[config.mk]
export PLATFORM = sky130hd
export DESIGN_NAME = regfile_port_arbiter
export DESIGN_NICKNAME = d
export VERILOG_FILES = /design/src/rtl/regfile_arb_pkg.sv /design/src/rtl/regfile_port_mux.sv /design/src/rtl/regfile_port_arbiter.sv
export SDC_FILE = /design/constraint.sdc
export NUM_CORES = 1
export LEC_CHECK = 0
export ABC_CLOCK_PERIOD_IN_PS = 3800
export BUFFER_PORTS_ARGS = -buffer_cell sky130_fd_sc_hd__buf_2
export CORE_ASPECT_RATIO = 0.75
export CORE_MARGIN = 1.5
export CORE_UTILIZATION = 41
export CTS_CLUSTER_DIAMETER = 80
export DETAILED_ROUTE_END_ITERATION = 7
export GPL_ROUTABILITY_DRIVEN = 0
export GPL_TIMING_DRIVEN = 0
export PLACE_DENSITY = 0.88
export SLEW_MARGIN = 20
export SYNTH_ARGS = -nofsm -noshare
export SYNTH_HDL_FRONTEND = slang
export SYNTH_HIERARCHICAL = 1
export SYNTH_SLANG_ARGS = --single-unit
[constraint.sdc]
create_clock -name clock -period 3.8 [get_ports clock]
set_input_delay 0.19 -clock clock [delete_from_list [all_inputs] [get_ports clock]]
set_output_delay 0.19 -clock clock [all_outputs]
set_load 0.02 [all_outputs]
[src/rtl/regfile_arb_pkg.sv]
// ============================================================================
// Module      : regfile_arb_pkg
// Description : Shared types and constants for the register-file port
//               arbiter: arbitration state encoding, default widths and
//               the architectural zero-register index.
// Revision    : 1.0 - initial release
// ============================================================================
`default_nettype none

package regfile_arb_pkg;

    localparam int DATA_W_DEF     = 32;
    localparam int REG_ADDR_W_DEF = 5;
    localparam int REG_ZERO       = 0;

    typedef enum logic [1:0] {
        IDLE   = 2'd0,
        DRAIN  = 2'd1,
        ACCESS = 2'd2,
        DONE   = 2'd3
    } arb_state_t;

endpackage

`default_nettype wire

[src/rtl/regfile_port_mux.sv]
// ============================================================================
// Module      : regfile_port_mux
// Description : Combinational source select for the regfile ports. The core
//               drives the ports unless the debug access slot is active;
//               in the ack slot the core write enable is suppressed.
//               Optional macro REGFILE_ARB_R0_GUARD_EN blocks every write to
//               register 0 regardless of source.
// Ports       : i_sel_dbg        - debug owns write port and read port A
//               i_gate_core_we   - suppress core write enable
//               i_core_*         - core writeback / read addresses
//               i_dbg_*          - debug write fields and target register
//               o_wr_*, o_rd_*   - regfile port drives
// Revision    : 1.0 - initial release
// ============================================================================
`default_nettype none

module regfile_port_mux
    import regfile_arb_pkg::*;
#(
    parameter int DATA_W     = DATA_W_DEF,
    parameter int REG_ADDR_W = REG_ADDR_W_DEF
) (
    input  logic                  i_sel_dbg,
    input  logic                  i_gate_core_we,
    input  logic                  i_core_we,
    input  logic [REG_ADDR_W-1:0] i_core_wreg,
    input  logic [DATA_W-1:0]     i_core_wdata,
    input  logic [REG_ADDR_W-1:0] i_core_rA,
    input  logic [REG_ADDR_W-1:0] i_core_rB,
    input  logic                  i_dbg_we,
    input  logic [REG_ADDR_W-1:0] i_dbg_reg,
    input  logic [DATA_W-1:0]     i_dbg_wdata,
    output logic                  o_wr_en,
    output logic [REG_ADDR_W-1:0] o_wr_reg,
    output logic [DATA_W-1:0]     o_wr_data,
    output logic [REG_ADDR_W-1:0] o_rd_regA,
    output logic [REG_ADDR_W-1:0] o_rd_regB
);

    logic w_we_raw;

    assign w_we_raw  = i_sel_dbg ? i_dbg_we    : (i_core_we & ~i_gate_core_we);
    assign o_wr_reg  = i_sel_dbg ? i_dbg_reg   : i_core_wreg;
    assign o_wr_data = i_sel_dbg ? i_dbg_wdata : i_core_wdata;
    assign o_rd_regA = i_sel_dbg ? i_dbg_reg   : i_core_rA;
    // Port B is never borrowed; the core keeps reading through it.
    assign o_rd_regB = i_core_rB;

`ifdef REGFILE_ARB_R0_GUARD_EN
    assign o_wr_en = w_we_raw & (o_wr_reg != REG_ADDR_W'(REG_ZERO));
`else
    assign o_wr_en = w_we_raw;
`endif

endmodule

`default_nettype wire

[src/rtl/regfile_port_arbiter.sv]
// ============================================================================
// Module      : regfile_port_arbiter
// Description : Shares the register file between the core and a debug
//               requester. A debug request stalls the core, lets one
//               in-flight writeback drain, then performs one regfile access
//               per req/ack handshake, with at most MAX_BURST back-to-back
//               accesses before a forced unstalled core cycle.
//               Optional macro REGFILE_ARB_R0_GUARD_EN (in regfile_port_mux)
//               suppresses writes to register 0.
// Ports       : clock/reset       - clock, async active-high reset
//               core_*            - core writeback, read addresses, stall
//               dbg_*             - debug req/ack handshake and data
//               ctrl_*/data_*     - regfile port connections
//               err_drop          - sticky dropped-core-write flag
// Revision    : 1.0 - initial release
// ============================================================================
`default_nettype none

module regfile_port_arbiter
    import regfile_arb_pkg::*;
#(
    parameter int DATA_W     = DATA_W_DEF,
    parameter int REG_ADDR_W = REG_ADDR_W_DEF,
    parameter int MAX_BURST  = 4
) (
    input  logic                  clock,
    input  logic                  reset,
    input  logic                  core_we,
    input  logic [REG_ADDR_W-1:0] core_wreg,
    input  logic [DATA_W-1:0]     core_wdata,
    input  logic [REG_ADDR_W-1:0] core_rA,
    input  logic [REG_ADDR_W-1:0] core_rB,
    output logic                  core_stall,
    input  logic                  dbg_req,
    input  logic                  dbg_we,
    input  logic [REG_ADDR_W-1:0] dbg_reg,
    input  logic [DATA_W-1:0]     dbg_wdata,
    output logic                  dbg_ack,
    output logic [DATA_W-1:0]     dbg_rdata,
    output logic                  ctrl_writeEnable,
    output logic [REG_ADDR_W-1:0] ctrl_writeReg,
    output logic [DATA_W-1:0]     data_writeReg,
    output logic [REG_ADDR_W-1:0] ctrl_readRegA,
    output logic [REG_ADDR_W-1:0] ctrl_readRegB,
    input  logic [DATA_W-1:0]     data_readRegA,
    output logic                  err_drop
);

    localparam int CNT_W = $clog2(MAX_BURST + 1);

    arb_state_t        r_state;
    arb_state_t        w_next;
    logic [CNT_W-1:0]  r_cnt;
    logic [CNT_W-1:0]  w_cnt_inc;
    logic              r_core_stall;
    logic              r_dbg_ack;
    logic [DATA_W-1:0] r_dbg_rdata;
    logic              r_err_drop;
    logic              w_in_access;
    logic              w_in_done;

    assign w_in_access = (r_state == ACCESS);
    assign w_in_done   = (r_state == DONE);
    assign w_cnt_inc   = r_cnt + CNT_W'(1);

    // The burst limit is checked against the count including the access
    // just acknowledged, so exactly MAX_BURST acks precede the forced IDLE.
    always_comb begin
        w_next = r_state;
        unique case (r_state)
            IDLE:    if (dbg_req) w_next = DRAIN;
            DRAIN:   w_next = ACCESS;
            ACCESS:  w_next = DONE;
            DONE:    w_next = (dbg_req && (w_cnt_inc < CNT_W'(MAX_BURST))) ? ACCESS : IDLE;
            default: w_next = IDLE;
        endcase
    end

    // Stall and ack are decoded from the next state so they are registered
    // yet aligned with the state they describe.
    always_ff @(posedge clock or posedge reset) begin
        if (reset) begin
            r_state      <= IDLE;
            r_cnt        <= '0;
            r_core_stall <= 1'b0;
            r_dbg_ack    <= 1'b0;
            r_dbg_rdata  <= '0;
            r_err_drop   <= 1'b0;
        end else begin
            r_state      <= w_next;
            r_core_stall <= (w_next != IDLE);
            r_dbg_ack    <= (w_next == DONE);
            if (w_in_access) begin
                r_dbg_rdata <= data_readRegA;
            end
            if ((w_in_access || w_in_done) && core_we) begin
                r_err_drop <= 1'b1;
            end
            if (w_in_done) begin
                r_cnt <= (w_next == ACCESS) ? w_cnt_inc : '0;
            end
        end
    end

    regfile_port_mux #(
        .DATA_W     (DATA_W),
        .REG_ADDR_W (REG_ADDR_W)
    ) u_mux (
        .i_sel_dbg      (w_in_access),
        .i_gate_core_we (w_in_done),
        .i_core_we      (core_we),
        .i_core_wreg    (core_wreg),
        .i_core_wdata   (core_wdata),
        .i_core_rA      (core_rA),
        .i_core_rB      (core_rB),
        .i_dbg_we       (dbg_we),
        .i_dbg_reg      (dbg_reg),
        .i_dbg_wdata    (dbg_wdata),
        .o_wr_en        (ctrl_writeEnable),
        .o_wr_reg       (ctrl_writeReg),
        .o_wr_data      (data_writeReg),
        .o_rd_regA      (ctrl_readRegA),
        .o_rd_regB      (ctrl_readRegB)
    );

    assign core_stall = r_core_stall;
    assign dbg_ack    = r_dbg_ack;
    assign dbg_rdata  = r_dbg_rdata;
    assign err_drop   = r_err_drop;

endmodule

`default_nettype wire

==> impl_metrics.toml <==
[placed_design]
io_buffers = 198
dp_hpwl_mm = 5.00
place_ws_ns = 1.99

[yosys]
synth_area_leaders = "dfrtp_1, mux2_4, mux2_2, buf_6, buf_12"
synth_warnings = 6
yosysTopAreaCell = "dfrtp_1"
ys_seq_area_frac = 0.440
synthCells = 168
synth_edf_count = 0
ys_async_sr_fraction = 1.00
syn_avg_cell_area_um2 = 13.5
synth_nets = 290
synth.most_common_cell = "dfrtp_1"
ys_types = 23
synth-seq-cells = 40
yosys.area.top_type_share = 0.440
yosys_most_used_dff = "dfrtp_1"
netlist_area_um2 = 2270
ys_top_cells_by_count = "dfrtp_1, mux2_2, mux2_4, inv_1, o21ai_0"

[die]
fp.dieW_um = 89.0
row_count = 23
die_area_um2 = 6010
ioPinCount = 204
core_area_um2 = 5350
initial_core_util = 0.425
die_h_um = 67.5

[worst_setup_path]
arrival_ns = 1.91
critPathLaunchType = "flop"
critPathMaxFanout = 14
criticalPathCategory = "flop to output port"
end_kind = "output port"
critPathRequiredTime_ns = 3.61

[clocking]
clk_path_buf_depth = 2
clkLatencyLatePin_ns = 0.29
cts_resized = 0
cts_setup_buffers = 0
clkTransAtPathRegs_ns = 0.08
cts_max_level = 2
cts_sinks = 40
numCtsBuffers = 5
postCtsHoldBufs = 1
cts_root_buffer = "clkbuf_8"
cts_tree = "yes"

[detailed_routing]
drt_first_pass_iters = 4
ant_nets = 0
drt-wirelength-per-cell_um = 13.6
drt_iter0_markers = 65
drc_errors = 0
post_drt_via_cell_ratio = 4.48
wirelength_mm = 6.15
vias = 2022

[sta]
min_period_ns = 2.10
finClkSkew_ns = 0.00941
maxSlewHeadroom = 0.696
tns_ns = 0
worst_slack_ns = 1.70
max_freq_mhz = 476
setup_viol = 0
slew_viol_final = 0
worst_pin_slew_ns = 0.455
rsz0062_at_grt = "no"
hold_viol_final = 0
period_share = 0.553

[finish]
n_antenna_cell = 0
drive_gt1_frac = 0.774
area_growth_pct = 54.7
nets = 497
fill_cells = 436

[grt]
grt_max_degree = 23
antenna_found_initial = 0
grt_pass1_vias = 1869
grt_usage = 0.186
grt_pass1_wl_mm = 8.45
overflow = 0

[outcome]
outcome = "finished, final reports clean"

[run]
cap_violations = 0

[power_and_ir_drop]
vdd_ir_drop_max_mv = 0.498
p_per_area_nw_per_um2 = 879
cellLeakagePower_nw = 1.94

[min_path]
min_path_type = "input pin to flop"
critical path, cell delays in order, from the launching register on:
cell	delay, ns
dfrtp_1	0.38
buf_6	0.14
nor2b_4	0.10
buf_6	0.15
buf_12	0.17
buf_4	0.18
mux2_2	0.34
buf_2	0.16
metal layers:
metal	up-vias	global-route usage	wire, um
met2	104	0.348	3190
met1	917	0.206	2360
met3	13	0.0452	468
met4	0	0.0673	135
met5	-	0	0
li1	988	-	-
layout make-up:
cell class	instances	area (um^2)	area share
clock inverters	2	38.8	0.0110
well taps	75	93.8	0.0267
clock buffers	6	82.6	0.0235
multi-input cells	100	1040	0.297
flip-flops and latches	40	1000	0.284
plain buffers	16	184	0.0523
repair buffers	200	1030	0.292
inverters	12	45.0	0.0128
worst paths after layout:
kind                       slack, ns  cells past startpoint                 to              start
min reg2reg                     0.46                      1           err_drop           err_drop
min in group asynchronous       0.48                      3      dbg_rdata[29]              reset
min                             0.13                      2      dbg_rdata[15]  data_readRegA[15]
max reg2reg                     2.43                      5      dbg_rdata[24]         r_state[0]
max in group asynchronous       2.86                      4      dbg_rdata[18]              reset
max                             1.70                      7  data_writeReg[28]         r_state[0]
kinds of logic (layout without fill, tap and decap cells):
family,count (synthesis),in the layout,share of synthesized area
simple gates,17,17,0.0413
compound gates,17,17,0.0440
buf+inv,28,236,0.101
mux,64,64,0.365
xor+xnor,1,1,0.00385
fa+ha+maj,1,1,0.00550
flops,40,40,0.440
power by group:
group	total (W)	switching (W)	internal, W	leakage, nW
Clock	0.000359	0.000144	0.000215	0.0614
Sequential	0.000746	0.000114	0.000632	0.466
Combinational	0.00199	0.00102	0.000969	1.41
metrics by stage:
step | area, um^2 | hold WS [ns] | cells | power [W] | utilization
global route | 3520 | 0.115 | 451 | 0.00327 | 0.657
finish | 3520 | 0.126 | 451 | 0.00309 | 0.657
global placement | 3360 | 0.419 | 441 | 0.00269 | 0.628
detailed placement | 3390 | 0.231 | 442 | 0.00275 | 0.633
floorplan | 2270 | 0.315 | 168 | 0.00219 | -
CTS | 3520 | 0.119 | 451 | 0.00312 | 0.657
sequential cells by signal (all words and copies together), names as in the netlist:
| signal | count |
|---|---|
| err_drop | 1 |
| r_state | 2 |
| dbg_rdata | 32 |
| dbg_ack | 1 |
| r_cnt | 3 |
| core_stall | 1 |
cell usage in the layout (no fill, tap or decap), drive strengths merged:
| cell type | n |
|---|---|
| clkinv | 1 |
| nor2 | 3 |
| nand4 | 1 |
| o2bb2ai | 2 |
| dlygate4sd3 | 1 |
| mux2 | 64 |
| nor3 | 1 |
| o22ai | 1 |
| nand2 | 7 |
| ha | 1 |
| inv | 12 |
| a211oi | 1 |
| o21ai | 12 |
| bufinv | 1 |
| xor2 | 1 |
| and3b | 1 |
| dfrtp | 40 |
| nand2b | 1 |
| and2 | 1 |
| buf | 215 |
| nor2b | 1 |
| nand4b | 1 |
| clkbuf | 6 |
| a21o | 1 |
(Power assumes the default switching activity.)
